==> src/rtl/nonce_result_collector.sv <==
// Nonce result collector: turns each accepted round's per-processor success
// vector into a tagged stream of winning nonces, lowest lane first, through a
// small result FIFO.
// Ports:
//   clk, rst      clock, synchronous active-high reset
//   valid_i       round results present on success_i / newblock_i
//   newblock_i    round is the first of a new block (restart base, bump tag)
//   success_i     bit k: processor k found a winner at nonce round_base+k
//   ready_o       round accepted this cycle when valid_i is high
//   valid_o       FIFO head holds a result
//   ready_i       downstream consumes the head when valid_o & ready_i
//   nonce_o       winning nonce at the FIFO head
//   tag_o         block tag of that nonce
//   exhausted_o   nonce space of the current block used up (sticky)
module nonce_result_collector #(
    parameter int unsigned NUMPROCESSORS = 10,
    parameter int unsigned PARTITIONBITS = (NUMPROCESSORS > 1) ? $clog2(NUMPROCESSORS) : 1,
    parameter int unsigned NONCEWIDTH    = 32,
    parameter int unsigned NONCE_START   = 0,
    parameter int unsigned FIFODEPTH     = 4,
    parameter int unsigned TAGWIDTH      = 4
) (
    input  logic                     clk,
    input  logic                     rst,
    input  logic                     valid_i,
    input  logic                     newblock_i,
    input  logic [NUMPROCESSORS-1:0] success_i,
    output logic                     ready_o,
    output logic                     valid_o,
    input  logic                     ready_i,
    output logic [NONCEWIDTH-1:0]    nonce_o,
    output logic [TAGWIDTH-1:0]      tag_o,
    output logic                     exhausted_o
);

    // Base carries one extra bit so it can sit exactly at 2**NONCEWIDTH.
    localparam int unsigned BW   = NONCEWIDTH + 1;
    localparam int unsigned SUMW = NONCEWIDTH + PARTITIONBITS + 2;
    localparam int unsigned PTRW = $clog2(FIFODEPTH);
    localparam int unsigned CNTW = PTRW + 1;
    localparam logic [BW-1:0] SPACE = BW'(1) << NONCEWIDTH;
    localparam logic [BW-1:0] START = BW'(NONCE_START);

    typedef struct packed {
        logic [NONCEWIDTH-1:0] nonce;
        logic [TAGWIDTH-1:0]   tag;
    } result_t;

    logic [BW-1:0]            base;
    logic [TAGWIDTH-1:0]      tag;
    logic [NUMPROCESSORS-1:0] pend;
    logic [BW-1:0]            pend_base;
    logic [TAGWIDTH-1:0]      pend_tag;
    result_t                  mem [FIFODEPTH];
    logic [PTRW-1:0]          wr_ptr;
    logic [PTRW-1:0]          rd_ptr;
    logic [CNTW-1:0]          count;

    logic                     accept;
    logic                     fifo_pop;
    logic                     fifo_push;
    logic                     can_push;
    logic                     pend_single;
    logic [BW-1:0]            round_base;
    logic [BW-1:0]            base_next;
    logic [SUMW-1:0]          adv_sum;
    logic [TAGWIDTH-1:0]      round_tag;
    logic [NUMPROCESSORS-1:0] lane_ok;
    logic [NUMPROCESSORS-1:0] low_bit;
    logic [PARTITIONBITS-1:0] pop_lane;
    result_t                  push_entry;

    // Incoming round: its base, tag, advanced base and in-range lane mask.
    always_comb begin
        round_base = newblock_i ? START : base;
        round_tag  = newblock_i ? tag + TAGWIDTH'(1) : tag;
        adv_sum    = SUMW'(round_base) + SUMW'(NUMPROCESSORS);
        base_next  = (adv_sum >= SUMW'(SPACE)) ? SPACE : BW'(adv_sum);
        lane_ok    = '0;
        for (int k = 0; k < NUMPROCESSORS; k++) begin
            lane_ok[k] = (SUMW'(round_base) + SUMW'(k)) < SUMW'(SPACE);
        end
    end

    // Lowest pending lane and the result it produces.
    always_comb begin
        pop_lane = '0;
        for (int k = NUMPROCESSORS - 1; k >= 0; k--) begin
            if (pend[k]) pop_lane = PARTITIONBITS'(k);
        end
        low_bit          = pend & (~pend + NUMPROCESSORS'(1));
        pend_single      = (pend != '0) && ((pend & ~low_bit) == '0);
        push_entry.nonce = NONCEWIDTH'(pend_base + BW'(pop_lane));
        push_entry.tag   = pend_tag;
    end

    // A full FIFO can still take a push in the cycle its head leaves.
    assign fifo_pop  = (count != '0) && ready_i;
    assign can_push  = (count != CNTW'(FIFODEPTH)) || fifo_pop;
    assign fifo_push = (pend != '0) && can_push;
    assign ready_o   = (pend == '0) || (pend_single && fifo_push);
    assign accept    = valid_i && ready_o;

    assign valid_o = (count != '0);
    assign nonce_o = mem[rd_ptr].nonce;
    assign tag_o   = mem[rd_ptr].tag;

    // Block state, pending round and result FIFO.
    always_ff @(posedge clk) begin
        if (rst) begin
            base        <= START;
            tag         <= '0;
            exhausted_o <= 1'b0;
            pend        <= '0;
            pend_base   <= '0;
            pend_tag    <= '0;
            wr_ptr      <= '0;
            rd_ptr      <= '0;
            count       <= '0;
            for (int i = 0; i < FIFODEPTH; i++) begin
                mem[i] <= '0;
            end
        end else begin
            if (accept) begin
                base      <= base_next;
                tag       <= round_tag;
                pend      <= success_i & lane_ok;
                pend_base <= round_base;
                pend_tag  <= round_tag;
            end else if (fifo_push) begin
                pend <= pend & ~low_bit;
            end

            // Follows base one cycle late; a new block clears it at once.
            exhausted_o <= (accept && newblock_i) ? 1'b0 : (base == SPACE);

            if (fifo_push) begin
                mem[wr_ptr] <= push_entry;
                wr_ptr      <= wr_ptr + PTRW'(1);
            end
            if (fifo_pop) begin
                rd_ptr <= rd_ptr + PTRW'(1);
            end
            if (fifo_push && !fifo_pop) begin
                count <= count + CNTW'(1);
            end else if (!fifo_push && fifo_pop) begin
                count <= count - CNTW'(1);
            end
        end
    end

endmodule

==> config.mk <==
export PLATFORM = sky130hd
export DESIGN_NAME = nonce_result_collector
export DESIGN_NICKNAME = d
export VERILOG_FILES = /design/src/rtl/nonce_result_collector.sv
export SDC_FILE = /design/constraint.sdc
export NUM_CORES = 1
export LEC_CHECK = 0
export ABC_AREA = 1
export CORE_MARGIN = 1
export CORE_UTILIZATION = 30
export CTS_BUF_LIST = sky130_fd_sc_hd__clkbuf_4
export DETAILED_ROUTE_END_ITERATION = 10
export PLACE_DENSITY_LB_ADDON = 0.25
export RECOVER_POWER = 50
export SYNTH_ARGS = -nofsm -noshare
export SYNTH_HDL_FRONTEND = slang
export SYNTH_SLANG_ARGS = --single-unit
export TNS_END_PERCENT = 20
==> constraint.sdc <==
create_clock -name clk -period 12.72 [get_ports clk]
set_input_delay 1.272 -clock clk [delete_from_list [all_inputs] [get_ports clk]]
set_output_delay 1.272 -clock clk [all_outputs]
set_load 0.1 [all_outputs]
Word-level counts from Yosys, hierarchy flattened
Memories as Yosys holds them, arrays and structs flattened. A register that Yosys moved wholly into a read port is not among the register bits. Index checks and enable logic that the tools add are counted.

Flip-flop bits (word level): 87. Bits in latches: 0. RAM bits: 144. ROM bits: 0. Input bits: 15. Output and inout bits: 39. Logic and storage cells: 92. Memories kept: 1.

Add/sub/neg operators: 17. $mul: 0. Divide/modulo/power cells: 0. Order comparisons: 11. Eq/ne operators: 2. Shift-type cells: 0. Muxes and demuxes: 27. Bitwise logic cells: 5. Reduce and logical (&&, ||, !) cells: 21.

Memories: mem (words 4, width 36, read ports 1, clocked after memory_dff 1, wr ports 4, RTL line 54) `result_t mem [FIFODEPTH];`.

Operators with widths (number): $lt A34 B33 Y1 const B (9); $add A33 B3 Y34 const B (4); $add A33 B4 Y34 const B (3); $add A33 B2 Y34 const B (2); $mux W33 (2); $mux W4 (11); $mux W36 (1); $reduce_or A36 Y1 (1); $add A33 B1 Y34 const B (1); $ge A34 B33 Y1 const B (1); $eq A33 B33 Y1 const B (1); $lt A33 B33 Y1 const B (1); $add A32 B4 Y32 (1); $and A10 B10 Y10 (3); $logic_not A10 Y1 (2); $mux W10 (2); $not A10 Y10 (2); $add A10 B1 Y10 const B (1); $reduce_bool A10 Y1 (1); $logic_and A1 B1 Y1 (8); $mux W1 (6); $mux W2 (3); $mux W3 (2); $add A2 B1 Y2 const B (2); 10 further kinds (13).

Depth between registers and ports, before layout
Gate-level depths: netlist of run 1.

Word-level depth: 12. Depth in mapped cells: 22. Depth with buffers taken out: 22.

Worst setup path before layout of run 1
No wires, ideal clock.

Kind: input to register. Start: in ready_i. End: mem mem[3][0] in the netlist's numbering, enable pin. Library setup time: 0.484 ns. Arrival: 4.435 ns. Data required time: 12.236 ns. Slack: 7.801 ns. Stages on the path: 5. Path buffers: 1. Cells stage by stage: nor2_1 nand2_1 nand2_4 clkbuf_1 o31ai_1.

RTL lines: from (decl) (RTL line 30) `input logic ready_i,`; to (decl) (RTL line 54).

==> results by group, run 1 <==
Critical path
  • Critical path's top delay family: buffers and inverters
  • CP bufs+invs: 5
  • R2r setup slk: 7910 ps
  • Setup crit end kind: flip-flop
  • Biggest cell delay along the critical path: 1910 ps
  • Critical path type: in -> reg
  • Slowest stage cell on the critical path: clkbuf_1
  • Critical path peak fanout: 48
  • Critical Path RT: 13010 ps
  • Crit-path cells: buf_2 > clkbuf_1 > clkinv_1 > clkbuf_1 > nand2_1 > clkbuf_1
  • Worst Path Arrival: 6920 ps
  • Startpoint types: input pin
  • Most used cell, CP: clkbuf_1

Pwr
  • Leak Pwr: 0.00510 µW
  • Clk pwr share: 21.3%
  • Peak supply drop: 122 µV
  • Logic pwr share: 47.5%
  • Flop pwr share: 31.2%
  • Pwr dens: 233 nW/µm²
  • Internal power: 1670 µW
  • Switching Share: 48.9%
  • Switching power: 1600 µW

Drt
  • Pre-antenna DRT Iters: 5
  • Drt total wl: 34600 µm
  • Post-route DRC violation count: 0
  • Vias per cell: 4.83
  • Drt initial violations: 691
  • DR WL/cell: 16.0 µm
  • DRT antenna net count: 0
  • DR vias: 10.4k

Clock network
  • Root Buffer: clkbuf_4
  • CTS buffer count: 67
  • Clk_lat worst skew: 740 ps
  • H-tree levels: 3
  • Clock sink total: 233
  • Post_cts resized: 0
  • Hold_buf cts: 0
  • CTS Buffer Depth: 3
  • CTS tree: yes
  • CTS clk-pin slew, worst paths: 60 ps
  • Setup bufs post-CTS: 0

Floorplanning
  • FP Rows: 73
  • Die Wd: 205 µm
  • Core Area: 40100 µm²
  • Initial core utilization: 30.8%
  • # IOs: 54
  • Die Y: 205 µm
  • Die outline area: 41900 µm²

Placement
  • Dpl hpwl: 22600 µm
  • Final Wtd Congestion: 0.856
  • Buffers on Ports: 53

Finish
  • Share of layout cells above drive strength 1: 10.5%
  • Area growth from synthesis to layout: 13.8%
  • Final Util: 35.0%
  • Nets@finish: 1616

Global routing
  • Largest net degree at the start of global routing: 85
  • Initial antenna violation count: 2
  • Vias in the first global route: 10.1k
  • GR Util All Layers: 16.9%
  • Global-route wire length before repair: 54900 µm
  • Gr ovfl total: 0

Synthesis
  • Register bit total from synthesis: 233
  • Syn Nets: 1548
  • Post-synth top area share: 35.1%
  • Asr flop ratio synth: 0%
  • Sequential share of the synthesized area: 49.5%
  • Commonest cells in the netlist: nor2_1, nand2_1, edfxtp_1, inv_1, o21ai_0
  • Synth unique cells: 44
  • Mapped Cells: 1520
  • Leading area contributor after synthesis: edfxtp_1
  • Number of enable flip-flop cells after synthesis: 144
  • Most common flop cell mapped by yosys: edfxtp_1
  • Count leader, synth: nor2_1
  • Yosys warns: 0
  • Syn Std Cell Area: 12300 µm²
  • Top cells by area, synth: edfxtp_1, dfxtp_1, nor2_1
  • Syn_area_per_cell: 8.11 µm²

STA
  • Final Cycle Share: 52.1%
  • Worst slew margin relative to its limit: -86.2%
  • Post-route setup TNS: 0 ps
  • Tightest Pin Transition: 2790 ps
  • FMAX: 0.151 GHz
  • Clk_skew: 48.6 ps
  • RSZ-0062 raised after global routing: false
  • # setup viols final: 0
  • Tmin final: 6630 ps
  • Final hold viol count: 0
  • Slew Viols, Final: 317

Run status
  • Status: finished, violations left
  • Failing checks: max-capacitance violations, max-slew violations

Min path
  • Hold Crit Class: reg -> reg

Job
  • Max Cap Viol: 7
-- final cells by class --
| class | count | area [µm²] |
|---|---|---|
| antenna | 3 | 7.51 |
| sequential | 233 | 6110 |
| tap | 525 | 657 |
| timing repair buffer | 67 | 608 |
| fill | 4265 | 26100 |
| inverter | 134 | 503 |
| multi-input combinational | 1085 | 5330 |
| clock inverter | 14 | 92.6 |
| clock buffer | 98 | 736 |
-- per-stage QoR --
stage / power (µW) / worst slack, ps / instances / hold WS [ps] / instance area, µm²
5_1_grt: 3470 / 5570 / 2159 / 495 / 14000
6_report: 3270 / 6090 / 2159 / 462 / 14000
4_1_cts: 3320 / 7210 / 2156 / 463 / 14100
2_1_floorplan: 2250 / 7800 / 1520 / 436 / 12300
3_3_place_gp: 2610 / 7860 / 2044 / 451 / 13300
3_5_place_dp: 2620 / 7830 / 2044 / 456 / 13300
-- path summary, 6_finish.rpt --
kind | from | endpoint | cells past startpoint
worst max-delay path | rst | mem[1][20]$_SDFFCE_PN0P_ | 6
worst min-delay path | pend_tag[3]$_SDFFE_PP0P_ | pend_tag[3]$_SDFFE_PP0P_ | 2
worst max register to register | pend[4]$_SDFFE_PP0P_ | base[10]$_SDFFE_PP0N_ | 12
worst min register to register | pend_tag[3]$_SDFFE_PP0P_ | pend_tag[3]$_SDFFE_PP0P_ | 2
-- power groups by stage --
stage                     combinational [µW]  sequential, µW  clock, µW
after floorplan                         1230            1020          0
after global placement                  1580            1030          0
after detailed placement                1580            1030          0
after CTS                               1590            1020        718
after global routing                    1670            1030        762
final                                   1550            1020        696
-- worst reg2reg max path, cell delays in order, from the launching register on --
cell     delay (ps)
dfxtp_1         430
nor2_2           90
nand2_1         130
nor2_4           60
nand2_4         110
nand2_1         330
nor2_2          170
nand3_1         150
nand2_1         210
nand2_1        1580
nor2_8         1140
nand2_1         130
a21oi_1         160
-- placed cells by master (no fill, tap or decap), types with 2 or more instances in the layout --
master / n
a21oi_1: 67
a21oi_2: 10
buf_4: 8
clkbuf_1: 6
clkbuf_4: 98
clkdlybuf4s50_1: 51
clkinv_1: 11
clkinv_4: 2
dfxtp_1: 88
diode_2: 3
edfxtp_1: 144
fa_1: 2
ha_1: 11
inv_1: 129
inv_2: 4
nand2_1: 260
nand2_2: 15
nand2_4: 3
nand3_1: 77
nand3_2: 3
nand3b_1: 2
nand4_1: 17
nor2_1: 335
nor2_2: 9
nor2_4: 9
nor2_8: 3
nor3_1: 39
nor4_1: 10
o211ai_1: 5
o21ai_0: 113
o22ai_1: 36
xnor2_1: 13
xor2_1: 36
-- per-layer routing --
layer,global-route usage (%),wire [µm]
met3,3.64,1630
met4,5.73,719
met1,22.7,16300
met5,0,0
met2,26.7,16000
-- flip-flops by register name, summed over array words and instances (netlist names), named ones only --
register and count:
count 3, pend_base 32, rd_ptr 2, pend_tag 4
pend 10, wr_ptr 2, base 33, exhausted_o 1
mem 144
-- cells by family (layout without fill, tap and decap cells) --
logic type | count (synthesis) | in the layout | share of synthesized area [%]
and+or+nand+nor | 785 | 785 | 27.8
AOI/OAI and AO/OA | 238 | 238 | 10.7
DFF | 233 | 233 | 49.5
buffers and inverters | 202 | 313 | 7.05
xor gates and xnor gates | 49 | 49 | 3.48
adders and majority gates | 13 | 13 | 1.44
other | 0 | 3 | 0
(Power assumes the default switching activity.)
==> run 2: changes to the inputs <==
- clock period: 12.72 -> 6.4 ns (I/O delays scaled with it)
==> results by group, run 2 (synthesis results as in run 1) <==
Run status
  • Status: finished, violations left
  • Failing checks: max-capacitance violations, max-slew violations

Clock network
  • CTS Buffer Depth: 3
  • CTS clk-pin slew, worst paths: 60 ps
  • Post_cts resized: 0
  • Setup bufs post-CTS: 0
  • Root Buffer: clkbuf_4
  • CTS tree: yes
  • Clk_lat worst skew: 700 ps
  • Clock sink total: 233
  • H-tree levels: 3
  • Hold_buf cts: 0
  • CTS buffer count: 66

Finish
  • Filler Cells Inserted: 4275
  • Nets@finish: 1615
  • Most common cell after layout, fill and taps aside: nor2_1
  • Share of layout cells above drive strength 1: 10.5%
  • Most frequent cells in the layout: nor2_1, nand2_1, edfxtp_1
  • Area growth from synthesis to layout: 13.5%
  • Fin area: 14000 µm²
  • Largest regs: mem (144), base (33), pend_base (32)
  • Max reg flops: 144
  • Final Util: 34.9%
  • Most flops, register: mem

Global routing
  • Initial antenna violation count: 3
  • GR Util All Layers: 16.9%
  • Global-route wire length before repair: 54900 µm
  • Largest net degree at the start of global routing: 85
  • Vias in the first global route: 10.0k
  • Gr ovfl total: 0

Critical path
  • Slowest stage cell on the critical path: clkbuf_1
  • Crit. Startpoint: rst
  • Setup crit end kind: flip-flop
  • Critical path peak fanout: 48
  • FF-to-FF Start: pend[0]$_SDFFE_PP0P_
  • Crit-path cells: buf_2 > clkbuf_1 > nor2_1 > inv_1 > nor2_1 > inv_1 > nor2_1 > inv_2 > nand2_1 > buf_4
  • Most used cell, CP: nor2_1
  • Startpoint types: input pin
  • Worst Path Arrival: 5220 ps
  • Biggest cell delay along the critical path: 1920 ps
  • Critical path type: in -> reg
  • Critical Path RT: 6770 ps

STA
  • Final hold viol count: 0
  • # setup viols final: 0
  • Clk_skew: 60.4 ps
  • FMAX: 0.207 GHz
  • Tmin final: 4840 ps
  • Slew Viols, Final: 95
  • Final WS setup: 1560 ps
  • Worst slew margin relative to its limit: -82.5%
  • Tightest Pin Transition: 2740 ps
  • Final Cycle Share: 75.7%
  • Post-route setup TNS: 0 ps
  • RSZ-0062 raised after global routing: false

Floorplanning
  • # IOs: 54
  • Die Wd: 205 µm
  • Die outline area: 41900 µm²
  • Die Y: 205 µm
  • Initial core utilization: 30.8%
  • FP Rows: 73
  • Core Area: 40100 µm²

Drt
  • Drt initial violations: 648
  • Pre-antenna DRT Iters: 5
  • Drt total wl: 34900 µm
  • Post-route DRC violation count: 0
  • DR WL/cell: 16.2 µm
  • Vias per cell: 4.90
  • DRT antenna net count: 0
  • DR vias: 10.5k

Placement
  • Dpl hpwl: 22600 µm
  • Place WS: 2140 ps
  • Buffers on Ports: 53
  • Final Wtd Congestion: 0.883
  • Dpl cell area: 13300 µm²

Min path
  • Hold_sp: pend_tag[3]$_SDFFE_PP0P_
  • Hold Crit Class: reg -> reg

Pwr
  • Peak supply drop: 253 µV
  • Pwr dens: 461 nW/µm²
  • Leak Pwr: 0.00509 µW

Job
  • Max Cap Viol: 3
run 2: layout make-up:
cell class / count / area, µm² / share of cell area, %
Antenna cell: 2 / 5.00 / 0.0358
Clock buffer: 94 / 706 / 5.04
Clock inverter: 11 / 75.1 / 0.537
Inverter: 134 / 503 / 3.59
Multi-Input combinational cell: 1085 / 5330 / 38.1
Sequential cell: 233 / 6110 / 43.6
Tap cell: 525 / 657 / 4.69
Timing Repair Buffer: 67 / 614 / 4.39
run 2: path summary, 6_finish.rpt:
path	to	slack, ps	depth (start not counted)
hold / removal	pend_tag[3]$_SDFFE_PP0P_	460	2
setup / recovery	mem[2][29]$_SDFFCE_PN0P_	1560	10
hold reg to reg	pend_tag[3]$_SDFFE_PP0P_	460	2
setup reg to reg	pend_base[11]$_SDFFE_PP0N_	1860	11
run 2: metrics by stage:
step | power [µW] | instances | hold WS (ps)
global placement | 5180 | 2044 | 453
finish | 6450 | 2151 | 463
global route | 6840 | 2151 | 507
CTS | 6570 | 2149 | 465
detailed placement | 5210 | 2044 | 456
floorplan | 4480 | 1520 | 436
run 2: worst max-delay path: cells and delay by family:
family	cells	cell delay (ps)
buffers and inverters	6	3330
and+or+nand+nor	4	1200
run 2: routing by layer:
layer	wire (µm)	vias up	share of wire, %	track usage [%]
met2	15600	297	45	25.9
met1	16800	4967	48	23.4
met5	13	-	0.037	0
met3	1850	60	5.3	3.31
met4	707	2	2.0	5.89
li1	-	5218	-	-
run 2: power breakdown:
| part | switching [µW] | leakage [µW] | internal (µW) |
|---|---|---|---|
| registers | 120 | 0.00223 | 1900 |
| clock network | 631 | 0.000465 | 707 |
| logic | 2420 | 0.00239 | 669 |
| total | 3170 | 0.00509 | 3280 |
